**src/rtl/ram_req_ctrl.sv**
```systemverilog
// rtl/ram_req_ctrl.sv - request/response front end for a single-port 32-bit RAM
//
// Accepts one request per cycle, drives the RAM in the acceptance cycle, and
// returns in-order responses through a small FIFO with valid/ready handshake.
//
// Ports:
//   clk, rst_n                       clock, asynchronous active-low reset
//   req_i/gnt_o                      request handshake
//   addr_i/we_i/be_i/wdata_i         request byte address, direction, byte enables, data
//   rvalid_o/rready_i                response handshake
//   rdata_o/err_o                    response data (0 for writes/errors), error flag
//   ram_en_o/ram_we_o/ram_addr_o     RAM control and word address
//   ram_be_o/ram_wdata_o/ram_rdata_i RAM byte enables, write data, read data (1-cycle latency)
module ram_req_ctrl #(
  parameter int unsigned ADDR_WIDTH = 8,
  parameter int unsigned NUM_WORDS  = 256,
  parameter logic [31:0] BASE_ADDR  = 32'h0000_0000,
  parameter int unsigned RSP_DEPTH  = 3
) (
  input  logic                  clk,
  input  logic                  rst_n,
  input  logic                  req_i,
  output logic                  gnt_o,
  input  logic [31:0]           addr_i,
  input  logic                  we_i,
  input  logic [3:0]            be_i,
  input  logic [31:0]           wdata_i,
  output logic                  rvalid_o,
  input  logic                  rready_i,
  output logic [31:0]           rdata_o,
  output logic                  err_o,
  output logic                  ram_en_o,
  output logic                  ram_we_o,
  output logic [ADDR_WIDTH-1:0] ram_addr_o,
  output logic [3:0]            ram_be_o,
  output logic [31:0]           ram_wdata_o,
  input  logic [31:0]           ram_rdata_i
);

  localparam int PTR_W = (RSP_DEPTH > 1) ? $clog2(RSP_DEPTH) : 1;
  localparam int CNT_W = $clog2(RSP_DEPTH + 1);
  // One bit wider than the address so BASE + size cannot wrap.
  localparam logic [32:0] END_ADDR = {1'b0, BASE_ADDR} + (33'(NUM_WORDS) << 2);

  logic             pend_v;
  logic             pend_we;
  logic             pend_err;
  logic [PTR_W-1:0] wr_ptr;
  logic [PTR_W-1:0] rd_ptr;
  logic [CNT_W-1:0] fifo_count;
  logic [31:0]      fifo_rdata [RSP_DEPTH];
  logic             fifo_err   [RSP_DEPTH];

  logic             req_err;
  logic             accept;
  logic             push;
  logic             pop;
  logic [CNT_W:0]   occupancy;

  function automatic logic [PTR_W-1:0] ptr_next(input logic [PTR_W-1:0] p);
    return (p == PTR_W'(RSP_DEPTH - 1)) ? '0 : p + 1'b1;
  endfunction

  // Occupancy counts the pending slot too, so a grant always has a FIFO
  // entry reserved for its response; depends on registered state only.
  assign occupancy = {1'b0, fifo_count} + (CNT_W + 1)'(pend_v);
  assign gnt_o     = rst_n && (occupancy < (CNT_W + 1)'(RSP_DEPTH));

  assign req_err = (addr_i[1:0] != 2'b00) ||
                   (addr_i < BASE_ADDR) ||
                   ({1'b0, addr_i} >= END_ADDR);

  assign accept = req_i && gnt_o;

  assign ram_en_o    = accept && !req_err;
  assign ram_we_o    = ram_en_o && we_i;
  assign ram_addr_o  = ADDR_WIDTH'((addr_i - BASE_ADDR) >> 2);
  assign ram_be_o    = be_i;
  assign ram_wdata_o = wdata_i;

  assign push = pend_v;
  assign pop  = rvalid_o && rready_i;

  always_ff @(posedge clk or negedge rst_n) begin
    if (!rst_n) begin
      pend_v     <= 1'b0;
      pend_we    <= 1'b0;
      pend_err   <= 1'b0;
      wr_ptr     <= '0;
      rd_ptr     <= '0;
      fifo_count <= '0;
    end else begin
      pend_v <= accept;
      if (accept) begin
        pend_we  <= we_i;
        pend_err <= req_err;
      end
      if (push) wr_ptr <= ptr_next(wr_ptr);
      if (pop)  rd_ptr <= ptr_next(rd_ptr);
      case ({push, pop})
        2'b10:   fifo_count <= fifo_count + 1'b1;
        2'b01:   fifo_count <= fifo_count - 1'b1;
        default: fifo_count <= fifo_count;
      endcase
    end
  end

  // Storage needs no reset: entries are only observed while counted valid.
  always_ff @(posedge clk) begin
    if (push) begin
      fifo_rdata[wr_ptr] <= (pend_we || pend_err) ? 32'h0 : ram_rdata_i;
      fifo_err[wr_ptr]   <= pend_err;
    end
  end

  assign rvalid_o = (fifo_count != '0);
  // Gated so stale storage never shows while empty or in reset.
  assign rdata_o  = rvalid_o ? fifo_rdata[rd_ptr] : 32'h0;
  assign err_o    = rvalid_o && fifo_err[rd_ptr];

endmodule

```
**config.mk**
```make
export PLATFORM = sky130hd
export DESIGN_NAME = ram_req_ctrl
export DESIGN_NICKNAME = d
export VERILOG_FILES = /design/src/rtl/ram_req_ctrl.sv
export SDC_FILE = /design/constraint.sdc
export NUM_CORES = 1
export LEC_CHECK = 0
export BUFFER_PORTS_ARGS = -buffer_cell sky130_fd_sc_hd__buf_2
export CELL_PAD_IN_SITES_DETAIL_PLACEMENT = 1
export CELL_PAD_IN_SITES_GLOBAL_PLACEMENT = 1
export CORE_AREA = 10 10 143 112
export CTS_BUF_LIST = sky130_fd_sc_hd__clkbuf_16
export DETAILED_ROUTE_END_ITERATION = 10
export DIE_AREA = 0 0 153 122
export PLACE_DENSITY = 0.81
export SYNTH_ARGS = -nofsm -noshare
export SYNTH_HDL_FRONTEND = slang
export SYNTH_SLANG_ARGS = --single-unit
```
**constraint.sdc**
```tcl
create_clock -name clk -period 3.9 [get_ports clk]
set_input_delay 0.39 -clock clk [delete_from_list [all_inputs] [get_ports clk]]
set_output_delay 0.39 -clock clk [all_outputs]
set_load 0.05 [all_outputs]
```
# Word-level counts from Yosys, hierarchy flattened
# Memories as Yosys holds them, arrays and structs flattened.
# Cells that the tools add are included.
# W data, S select, Z words.
[totals] regBits=9 latch_bits=0 ram_bits=99 mem_bits_ro=0 input_bits=105 out_inout_bits=81 word_cells=40 mem_count=2
[op_classes] add_sub_neg=5 multipliers=0 n_div=0 n_lt_le_gt_ge=3 eq_ne=4 shift=0 n_mux=7 bitwise=0 n_reduce_logical=13
[mem_list] name="fifo_rdata" depth=3 width=32 rd=1 rd_ports_with_merged_regs=0 write_ports=1 line_no="51" text="logic [31:0] fifo_rdata [RSP_DEPTH];"
[mem_list] name="fifo_err" depth=3 width=1 rd=1 rd_ports_with_merged_regs=0 write_ports=1 line_no="52" text="logic fifo_err [RSP_DEPTH];"
[op_table] op="$mux W32" count=2
[op_table] op="$ge A32 B11 Y1 const B" count=1
[op_table] op="$lt A32 B1 Y1 const B" count=1
[op_table] op="$add A2 B1 Y2 const B" count=3
[op_table] op="$eq A2 B2 Y1 const B" count=3
[op_table] op="$logic_and A1 B1 Y1" count=6
[op_table] op="$reduce_bool A2 Y1" count=3
[op_table] op="$mux W2" count=2
[op_table] op="$pmux W2 S2" count=1
[op_table] op="$add A2 B1 Y3" count=1
[op_table] op="$logic_or A1 B1 Y1" count=3
[op_table] op="$lt A3 B2 Y1 const B" count=1
[op_table] op="$eq A2 B1 Y1 const B" count=1
[op_table] op="$mux W1" count=2
[op_table] op="$sub A2 B1 Y2 const B" count=1
[op_table] op="$logic_not A1 Y1" count=1

# Depth between registers and ports, before layout
[logic_depth] depth_word=6 depth_mapped=6

# Least setup slack after synthesis
# OpenSTA, ideal clock, no wires.
[synth_path] kind="reg-to-reg" start="register pend_v" end="memory fifo_err[2] (enable)" setup_time_ns=0.471 arrival_time_ns=2.897 slack_ns=0.532 stages_incl_launch_ff=3 n_path_buf=0 synth_period_minus_slack_ns=3.368 path_cell_list="dfrtp_1 > inv_1 > nor3b_1"
[synth_via] elab_chain_len=2
[synth_rtl] element="start, declared" line_no="45" text="logic pend_v;"
[synth_rtl] element="start signal, assigned" line_no="93" text="pend_v <= accept;"
[synth_rtl] element="$mux W1" line_no="110" text="if (push) begin"
[synth_rtl] element="$mux W1 (implied by the code)" line_no="112" text="fifo_err[wr_ptr] <= pend_err;"
[synth_rtl] element="end, declared" line_no="52"
# No other way between the ends.

# Final worst setup path
[layout_path] start="register rd_ptr[0]" end="output port rdata_o[0]"
[layout_via] elab_chain_len=2
[layout_rtl] element="start, declared" line_no="49" text="logic [PTR_W-1:0] rd_ptr;"
[layout_rtl] element="start signal, assigned" line_no="99" text="if (pop) rd_ptr <= ptr_next(rd_ptr);"
[layout_rtl] element="$mem_v2 Z3 W32"
[layout_rtl] element="$mux W32" line_no="118" text="assign rdata_o = rvalid_o ? fifo_rdata[rd_ptr] : 32'h0;"
[layout_rtl] element="end, declared" line_no="30" text="output logic [31:0] rdata_o,"
# No other way between the ends.

==> impl_metrics.json <==
{
  "yosysSeqAreaShare_pct": 63.4,
  "diodes": 0,
  "drive_gt1_share_pct": 38.9,
  "top_level_ports": 186,
  "hold_viol": 0,
  "placedCellCount": 557,
  "final_core_util_pct": 42.6,
  "setup_violations": 0,
  "cp_slowest_cell": "dfrtp_2",
  "syn_nets": 447,
  "antenna_found_initial": 0,
  "yosys_register_bits": 108,
  "final_cells": 573,
  "vias": 2719,
  "postSynthCellCount": 339,
  "grt_pass1_wl_um": 17100,
  "cts_buffers": 9,
  "drt-total-wl_um": 10500,
  "yosys-mux-area-fraction_pct": 16.1,
  "avgRoutedWirePerCell_um": 18.3,
  "cts.sinks": 108,
  "ir_worst_vdd_uv": 350,
  "cp_data_required_time_ns": 3.51,
  "cp_data_arrival_time_ns": 2.37,
  "outcome": "complete, no violations",
  "rsz0062_at_grt": "no",
  "start_util_pct": 37.8,
  "clock_latency_ns": 0.35,
  "end_kind": "output port",
  "rows": 37,
  "ant_nets": 0,
  "tightest_slew_ns": 1.15,
  "maxCapViolCount": 0,
  "p_leak_nw": 2.26,
  "synth_compound_area_share_pct": 1.07,
  "overflow": 0,
  "critPathLaunch": "rd_ptr[0]$_DFFE_PN0P_",
  "yosysUniqueCellTypes": 28,
  "num-fill-cells": 1389,
  "setup.worst_path.start_class": "register",
  "grt_max_degree": 37,
  "avgSynthCellArea_um2": 14.9,
  "die-area_um2": 18700,
  "maxSlewHeadroom_pct": 23.2,
  "critPathMaxFanout": 36,
  "io_buffer_count": 97,
  "drtPass1Iterations": 4,
  "fin_crit_sh_pct": 70.9,
  "nNetsFinal": 502,
  "synth_warnings": 0,
  "netlist_area_um2": 5050,
  "dp_hpwl_um": 7160,
  "cts_max_path_buffers": 2,
  "cp_cell_sequence": "mux2_2 > mux2i_1 > nor2_1 > buf_2",
  "coreArea_um2": 13300,
  "clk_pin_slew_ns": 0.07,
  "hp-class": "input port to register",
  "synthAdderAreaFrac_pct": 0.744,
  "first_global_vias": 3192,
  "hold_start": "we_i",
  "htreeDepth": 3,
  "rr_startpoint": "fifo_count[0]$_DFFE_PN0P_",
  "drcViolationCount": 0,
  "dr.first_iter.drc_count": 133,
  "pwr_density_cell_nw_per_um2": 770,
  "grt_use_total_pct": 11.6,
  "synth_xor_area_share_pct": 0.521,
  "fmax_mhz": 362,
  "slew_violations": 0,
  "gp_congestion": 0.691,
  "clockRootBuffer": "clkbuf_16",
  "synth_top_family_by_area": "multiplexers",
  "vias_per_cell": 4.75,
  "critical_path.max_stage_delay_ns": 1.11,
  "fin_worst_skew_ns": 0.00793,
  "cts_tree": "yes",
  "timing.hold.ws_ns": 0.308,
  "power_w": 0.00438,
  "path_class": "register to output port",
  "min_period_ns": 2.76,
  "synth-simple-area-share_pct": 8.83,
  "area_growth_pct": 12.6,
  "die_w_um": 153,
  "fin_setup_tns_ns": 0,
  "die_h_um": 122
}
[final timing paths]
check	to	slack, ns	cells past startpoint
max	rdata_o[0]	1.14	4
min	pend_we$_DFFE_PN0P_	0.31	2
max reg2reg	pend_we$_DFFE_PN0P_	2.09	6
min reg2reg	wr_ptr[0]$_DFFE_PN0P_	0.58	1
max in group asynchronous	rd_ptr[1]$_DFFE_PN0P_	3.22	2
min in group asynchronous	wr_ptr[0]$_DFFE_PN0P_	0.45	2
[routing by layer]
metal | part of all wire [%] | GRT usage [%] | up-vias | wire length (µm)
met1 | 43 | 13.1 | 1326 | 4510
met3 | 7.2 | 5.60 | 27 | 755
li1 | - | - | 1273 | -
met2 | 48 | 19.4 | 93 | 5060
met4 | 1.6 | 3.45 | 0 | 171
met5 | 0 | 0 | - | 0
[Yosys cell counts]
cell | count | area [µm²]
buf_8 | 1 | 15.0
nor2_1 | 36 | 135
and3_1 | 1 | 6.26
inv_1 | 6 | 22.5
xnor2_1 | 2 | 17.5
buf_12 | 2 | 40.0
clkbuf_1 | 5 | 18.8
o31a_1 | 1 | 8.76
mux2_2 | 7 | 78.8
ha_1 | 3 | 37.5
dfrtp_1 | 9 | 225
buf_6 | 1 | 11.3
mux2i_1 | 33 | 330
mux2_4 | 27 | 405
a41o_1 | 1 | 10.0
nand4_1 | 2 | 12.5
edfxtp_1 | 99 | 2970
nor3_1 | 3 | 15.0
a21o_1 | 4 | 30.0
nor4_1 | 7 | 43.8
buf_4 | 47 | 353
nor3b_1 | 2 | 15.0
nor2_2 | 1 | 6.26
and2_1 | 32 | 200
nand2_1 | 3 | 11.3
buf_2 | 2 | 10.0
xor2_1 | 1 | 8.76
o21ai_0 | 1 | 5.00
[cells by family after synthesis]
kind of cell    after synthesis
xor+xnor                      3
fa+ha+maj                     3
mux                          67
buf+inv                      64
compound gates                7
flops                       108
simple gates                 87
[cell usage in the layout (no fill, tap or decap), drive strengths merged, types with 7 or more instances in the layout]
cell and n:
mux2i 33, dfrtp 9, buf 101, and2 32
nor2 37, clkbuf 9, edfxtp 99, inv 7
mux2 34, nor4 7
[critical path: cells and delay by family (launching register included)]
family	cells	cell delay, ns
flip-flops	1	1.11
multiplexers	2	0.56
buffers and inverters	1	0.26
AND/OR/NAND/NOR	1	0.09
[timing repair]
action	in CTS	in global routing
resized for setup	0	0
hold buffers	1	0
buffers inserted	0	0
hold endpoints to repair	9	0
[cell type report]
cell class,instances,area [µm²],area share (%)
Multi-Input combinational cell,167,1410,24.8
Timing Repair Buffer,102,526,9.25
Tap cell,175,219,3.85
Clock inverter,6,81.3,1.43
Sequential cell,108,3200,56.3
Inverter,6,22.5,0.396
Clock buffer,9,225,3.96
[flip-flops by register name, indices dropped and copies added (netlist names)]
register / cells
fifo_rdata: 96
wr_ptr: 2
pend_v: 1
fifo_count: 2
fifo_err: 3
rd_ptr: 2
pend_we: 1
pend_err: 1
[where the power goes]
part / switching, W / total (W) / internal, W
combinational: 0.00120 / 0.00179 / 0.000591
clock: 0.000379 / 0.000933 / 0.000554
sequential: 0.000236 / 0.00165 / 0.00141
total: 0.00182 / 0.00438 / 0.00256
[through the flow]
step	instance area [µm²]	setup slack [ns]
after floorplan	5050	0.532
after global placement	5360	1.54
after detailed placement	5360	1.48
after CTS	5680	1.09
after global routing	5680	0.984
final	5680	1.14
Power figures use the tool's default switching activity.
